### src/rtl/seq_comp_pkg.sv
// Shared FSM state and {lt,eq,gt} result encoding for the sequential magnitude comparator.
package seq_comp_pkg;

   typedef enum logic [1:0] {
      S_IDLE = 2'd0,
      S_CMP  = 2'd1,
      S_DONE = 2'd2
   } state_t;

   // Result vector ordered {lt, eq, gt}; always one-hot.
   typedef logic [2:0] res_t;

   localparam res_t RES_LT = 3'b100;
   localparam res_t RES_EQ = 3'b010;
   localparam res_t RES_GT = 3'b001;

   // Result taken from a less-significant stage when every local chunk matched.
   function automatic res_t cascade_res(input logic lt_in, input logic eq_in, input logic gt_in);
      if (gt_in)
         return RES_GT;
      else if (lt_in)
         return RES_LT;
      else if (eq_in)
         return RES_EQ;
      return RES_EQ;
   endfunction

endpackage

### src/rtl/chunk_cmp.sv
// Combinational CHUNK-bit magnitude compare; inv_msb flips both top bits so a
// two's-complement sign chunk orders correctly with an unsigned compare.
module chunk_cmp #(
   parameter int CHUNK = 8
) (
   input  logic [CHUNK-1:0] a,
   input  logic [CHUNK-1:0] b,
   input  logic             inv_msb,
   output logic             lt,
   output logic             eq,
   output logic             gt
);

   logic [CHUNK-1:0] flip;
   logic [CHUNK-1:0] a_m;
   logic [CHUNK-1:0] b_m;

   assign flip = CHUNK'(inv_msb) << (CHUNK - 1);
   assign a_m  = a ^ flip;
   assign b_m  = b ^ flip;

   assign lt = (a_m <  b_m);
   assign eq = (a_m == b_m);
   assign gt = (a_m >  b_m);

endmodule

### src/rtl/seq_mag_comp.sv
// Sequential A/B magnitude comparator, one CHUNK per cycle MSB-first with early exit;
// done pulses n+1 cycles after start (n chunks examined); start is ignored while busy.
module seq_mag_comp
   import seq_comp_pkg::*;
#(
   parameter  int WIDTH  = 32,
   parameter  int CHUNK  = 8,
   localparam int NCHUNK = WIDTH / CHUNK,
   localparam int CW     = $clog2(NCHUNK + 1)
) (
   input  logic             clk,
   input  logic             rst_n,
   input  logic             start,
   input  logic [WIDTH-1:0] a,
   input  logic [WIDTH-1:0] b,
   input  logic             signed_mode,
   input  logic             lt_in,
   input  logic             eq_in,
   input  logic             gt_in,
   output logic             busy,
   output logic             done,
   output logic             lt,
   output logic             eq,
   output logic             gt,
   output logic [CW-1:0]    chunks_used
);

   localparam int IW = (NCHUNK > 1) ? $clog2(NCHUNK) : 1;

   state_t           state;
   state_t           state_nxt;
   logic [IW-1:0]    idx;
   logic [CW-1:0]    cnt;
   logic [WIDTH-1:0] a_q;
   logic [WIDTH-1:0] b_q;
   logic             mode_q;
   logic             lt_in_q;
   logic             eq_in_q;
   logic             gt_in_q;
   res_t             res;

   logic [CHUNK-1:0] a_sl;
   logic [CHUNK-1:0] b_sl;
   logic             top_chunk;
   logic             last_chunk;
   logic             c_lt;
   logic             c_eq;
   logic             c_gt;
   logic             accept;

   assign a_sl       = a_q[idx*CHUNK +: CHUNK];
   assign b_sl       = b_q[idx*CHUNK +: CHUNK];
   assign top_chunk  = (idx == IW'(NCHUNK - 1));
   assign last_chunk = (idx == '0);
   assign accept     = start && (state != S_CMP);

   chunk_cmp #(.CHUNK(CHUNK)) u_chunk_cmp (
      .a       (a_sl),
      .b       (b_sl),
      .inv_msb (mode_q & top_chunk),
      .lt      (c_lt),
      .eq      (c_eq),
      .gt      (c_gt)
   );

   always_ff @(posedge clk) begin
      if (!rst_n)
         state <= S_IDLE;
      else
         state <= state_nxt;
   end

   always_comb begin
      state_nxt = state;
      case (state)
         S_IDLE:  if (start) state_nxt = S_CMP;
         S_CMP:   if (!c_eq || last_chunk) state_nxt = S_DONE;
         S_DONE:  state_nxt = start ? S_CMP : S_IDLE;
         default: state_nxt = S_IDLE;
      endcase
   end

   always_ff @(posedge clk) begin
      if (!rst_n) begin
         idx         <= '0;
         cnt         <= '0;
         a_q         <= '0;
         b_q         <= '0;
         mode_q      <= 1'b0;
         lt_in_q     <= 1'b0;
         eq_in_q     <= 1'b0;
         gt_in_q     <= 1'b0;
         res         <= RES_EQ;
         chunks_used <= '0;
      end else if (accept) begin
         idx     <= IW'(NCHUNK - 1);
         cnt     <= '0;
         a_q     <= a;
         b_q     <= b;
         mode_q  <= signed_mode;
         lt_in_q <= lt_in;
         eq_in_q <= eq_in;
         gt_in_q <= gt_in;
      end else if (state == S_CMP) begin
         cnt <= cnt + 1'b1;
         if (!c_eq) begin
            res         <= c_lt ? RES_LT : (c_gt ? RES_GT : RES_EQ);
            chunks_used <= cnt + 1'b1;
         end else if (last_chunk) begin
            res         <= cascade_res(lt_in_q, eq_in_q, gt_in_q);
            chunks_used <= cnt + 1'b1;
         end else begin
            idx <= idx - 1'b1;
         end
      end
   end

   assign busy         = (state == S_CMP);
   assign done         = (state == S_DONE);
   assign {lt, eq, gt} = res;

endmodule

### config.mk
export PLATFORM = sky130hd
export DESIGN_NAME = seq_mag_comp
export DESIGN_NICKNAME = d
export VERILOG_FILES = /design/src/rtl/seq_comp_pkg.sv /design/src/rtl/chunk_cmp.sv /design/src/rtl/seq_mag_comp.sv
export SDC_FILE = /design/constraint.sdc
export NUM_CORES = 1
export LEC_CHECK = 0
export ABC_AREA = 0
export CORE_MARGIN = 10
export CORE_UTILIZATION = 35
export DETAILED_ROUTE_END_ITERATION = 6
export DONT_BUFFER_PORTS = 1
export PLACE_DENSITY = 0.58
export SLEW_MARGIN = 20
export SYNTH_ARGS = -nofsm -noshare
export SYNTH_HDL_FRONTEND = slang
export SYNTH_SLANG_ARGS = --single-unit
### constraint.sdc
create_clock -name clk -period 4.9 [get_ports clk]
set_input_delay 1.47 -clock clk [delete_from_list [all_inputs] [get_ports clk]]
set_output_delay 1.47 -clock clk [all_outputs]
set_load 0.01 [all_outputs]
==> impl_metrics.py <==
metrics = {
    "placed_design": {
        "portBuffers": 0,
        "dp_cells": 514,
        "hpwl_mm": 6.06,
        "gp_congestion": 0.740,
        "place_ws_ps": 1660,
    },
    "floorplan": {
        "placeableCoreArea_um2": 9770,
        "fp-row-count": 36,
        "pin_count": 79,
        "initial_core_util_pct": 36.0,
        "fp.dieW_um": 120,
        "die_area_um2": 14500,
        "die_h_um": 120,
    },
    "yosys": {
        "synth_cell_type_count": 37,
        "syn_area_um2": 3520,
        "synth-seq-area-share_pct": 45.5,
        "syn_area_per_cell_um2": 8.70,
        "ys_ff_latch": 80,
        "syn_nets": 487,
        "yosysWarnings": 0,
        "syn_inst": 405,
    },
    "critical_path": {
        "setup.worst_path.class": "flip-flop to flip-flop",
        "crit_start": "idx[0]",
        "critPathMaxFanout": 11,
        "slowest_delay_ps": 760,
        "critical_path_arrival_ps": 3420,
        "end_kind": "flip-flop",
        "rr_startpoint": "idx[0]",
        "r2r-end": "idx[1]",
        "critPathLaunchType": "flip-flop",
        "reg2reg_depth": 8,
        "crit_slowest_cell": "dfxtp_1",
        "crit_required_ps": 5140,
        "r2r_slack_ps": 1730,
        "cp_cell_sequence": "buf_4 > mux4_2 > xor2_1 > ha_1 > nand4_4 > nor4_4 > nor3_2 > a311oi_1",
    },
    "drt": {
        "drc_errors": 0,
        "drt_iter0_drc": 139,
        "firstDrtPassIters": 4,
        "wl_mm": 8.36,
        "vias": 2606,
        "vias_per_cell": 4.92,
        "antenna_left": 0,
        "wire_per_inst_um": 15.8,
    },
    "layout": {
        "final_core_util_pct": 39.3,
        "multi_input_area_um2": 1740,
        "final_nets": 474,
        "seq_area_um2": 1600,
        "drive_gt1_share_pct": 11.6,
        "syn_to_final_growth_pct": 9.02,
        "layout.cells.non_filler": 530,
        "antennaDiodeCount": 0,
        "fillers": 1015,
    },
    "timing": {
        "max_freq_mhz": 315,
        "timing.final.crit_share_pct": 64.7,
        "tightest_slew_ps": 1030,
        "clock_skew_ps": 16.6,
        "slew_viol_final": 0,
        "worst_slack_ps": 1730,
        "setup_violations": 0,
        "hold_viol": 0,
        "rsz0062_at_grt": "false",
        "max_slew_margin_pct": 31.1,
        "setup-tns-final_ps": 0,
        "min_period_ps": 3170,
    },
    "clock_tree": {
        "cts.sinks": 80,
        "clk_pin_slew_ps": 90,
        "cts_resized": 0,
        "root_buffer": "clkbuf_8",
        "post-cts-setup-buffers": 0,
        "numCtsBuffers": 9,
        "worstSkewPairLatency_ps": 340,
        "cts_hold_buf": 0,
        "h-tree-depth": 3,
        "clk_path_buf_depth": 2,
        "cts_tree": "yes",
    },
    "grt": {
        "first_global_vias": 2646,
        "grt_pass1_wl_mm": 13.5,
        "antenna_found_initial": 0,
        "globalRoute.totalOverflow": 0,
        "grt_max_degree": 70,
        "grt_use_total_pct": 11.6,
    },
    "outcome": {
        "status": "completed",
    },
    "worst_hold_path": {
        "min_path_type": "flip-flop to flip-flop",
        "whs_endpoint": "b_q[23]",
        "hp-start": "b_q[23]",
        "min_delay_path_depth": 2,
    },
    "job": {
        "cap_violations": 0,
    },
    "pwr": {
        "p_leak_nw": 1.41,
        "power.density_nw_per_um2": 409,
        "vdd_drop_max_uv": 157,
    },
}
[where the power goes]
part | internal (W) | switching [W] | leakage [nW]
clock | 0.000392 | 0.000236 | 0.128
sequential | 0.000692 | 0.0000344 | 0.658
combinational | 0.0000897 | 0.000126 | 0.626
total | 0.00117 | 0.000396 | 1.41
[worst max-delay path, delay by kind of cell, from the launching register on]
| family | cells | cell delay (ps) |
|---|---|---|
| AO/OA/AOI/OAI | 1 | 250 |
| XOR/XNOR | 1 | 160 |
| adder cells (fa/ha/maj) | 1 | 360 |
| buffers and inverters | 1 | 350 |
| flip-flops | 1 | 760 |
| multiplexers | 1 | 550 |
| AND/OR/NAND/NOR | 3 | 640 |
[state kept, by name, summed over array words and instances, names as in the netlist]
register	flops
gt_in_q	1
b_q	32
chunks_used	3
a_q	32
cnt	3
idx	2
res	3
state	2
mode_q	1
lt_in_q	1
[cells in the mapped netlist]
library cell | instances | share of area, %
a211oi_1 | 2 | 0.43
a21oi_1 | 79 | 11
a311oi_1 | 1 | 0.25
a41o_1 | 1 | 0.28
and2_1 | 1 | 0.18
and3_1 | 1 | 0.18
buf_1 | 3 | 0.32
buf_2 | 10 | 1.4
buf_4 | 4 | 0.85
buf_6 | 1 | 0.32
clkbuf_1 | 9 | 0.96
dfxtp_1 | 80 | 45
ha_1 | 11 | 3.9
inv_1 | 10 | 1.1
inv_2 | 2 | 0.21
mux4_2 | 16 | 10
nand2_1 | 143 | 15
nand2b_1 | 2 | 0.36
nand2b_4 | 1 | 0.39
nand3b_1 | 2 | 0.43
nand4_2 | 1 | 0.36
nand4_4 | 1 | 0.60
nor2_1 | 7 | 0.75
nor2b_1 | 1 | 0.18
nor3_1 | 2 | 0.28
nor3_2 | 1 | 0.28
nor4_4 | 1 | 0.60
o211ai_1 | 1 | 0.21
o21ai_0 | 2 | 0.28
o22a_2 | 1 | 0.28
o311ai_2 | 1 | 0.46
o31a_2 | 1 | 0.28
o31ai_4 | 1 | 0.60
or2_1 | 1 | 0.18
or3_1 | 1 | 0.18
xnor2_1 | 2 | 0.50
xor2_1 | 1 | 0.25
[routing by layer]
metal	part of all wire [%]	wire length [um]	GRT usage [%]
met1	46	3850	14.3
met3	7.0	586	4.98
met5	0	0	0
met4	0.72	60	3.17
met2	46	3870	18.3
[cells by family (layout without fill, tap and decap cells)]
| logic type | after synthesis | after routing | share of synthesized area, % |
|---|---|---|---|
| and+or+nand+nor | 166 | 166 | 20.2 |
| AOI/OAI and AO/OA | 90 | 90 | 14.3 |
| DFF | 80 | 80 | 45.5 |
| buffers and inverters | 39 | 31 | 5.15 |
| muxes | 16 | 16 | 10.2 |
| adders and majority gates | 11 | 11 | 3.91 |
| xor gates and xnor gates | 3 | 3 | 0.746 |
[how the worst max path moves through the flow]
stage | endpoint | slack, ps | cells past startpoint
6_report | idx[1] | 1730 | 8
3_5_place_dp | idx[0] | 1660 | 8
2_1_floorplan | res[0] | 2410 | 7
3_3_place_gp | res[0] | 1690 | 8
4_1_cts | idx[1] | 1620 | 8
5_1_grt | idx[1] | 1390 | 8
[cell usage in the layout (no fill, tap or decap), types with 2 or more instances in the layout]
master / n
clkbuf_1: 2
mux4_2: 16
clkbuf_8: 9
nand2b_1: 2
ha_1: 11
o21ai_0: 2
a211oi_1: 2
inv_1: 10
inv_2: 2
nand3b_1: 2
xnor2_1: 2
buf_4: 3
nand2_1: 142
nor2_1: 7
nor3_1: 2
dfxtp_1: 80
bufinv_16: 4
a21oi_1: 79
[cell type report]
cell class	count	area share, %
Multi-Input combinational cell	286	45.4
Clock buffer	11	3.42
Inverter	12	1.17
Timing Repair Buffer	3	0.587
Tap cell	133	4.33
Clock inverter	5	3.36
Sequential cell	80	41.7
[metrics by stage]
step,area (um^2),hold WS [ps],total power [W]
final,3840,455,0.00157
after global routing,3840,478,0.00165
after CTS,3840,457,0.00159
after detailed placement,3580,446,0.000962
after global placement,3580,439,0.000956
after floorplan,3520,433,0.000917
Power figures use the tool's default switching activity.
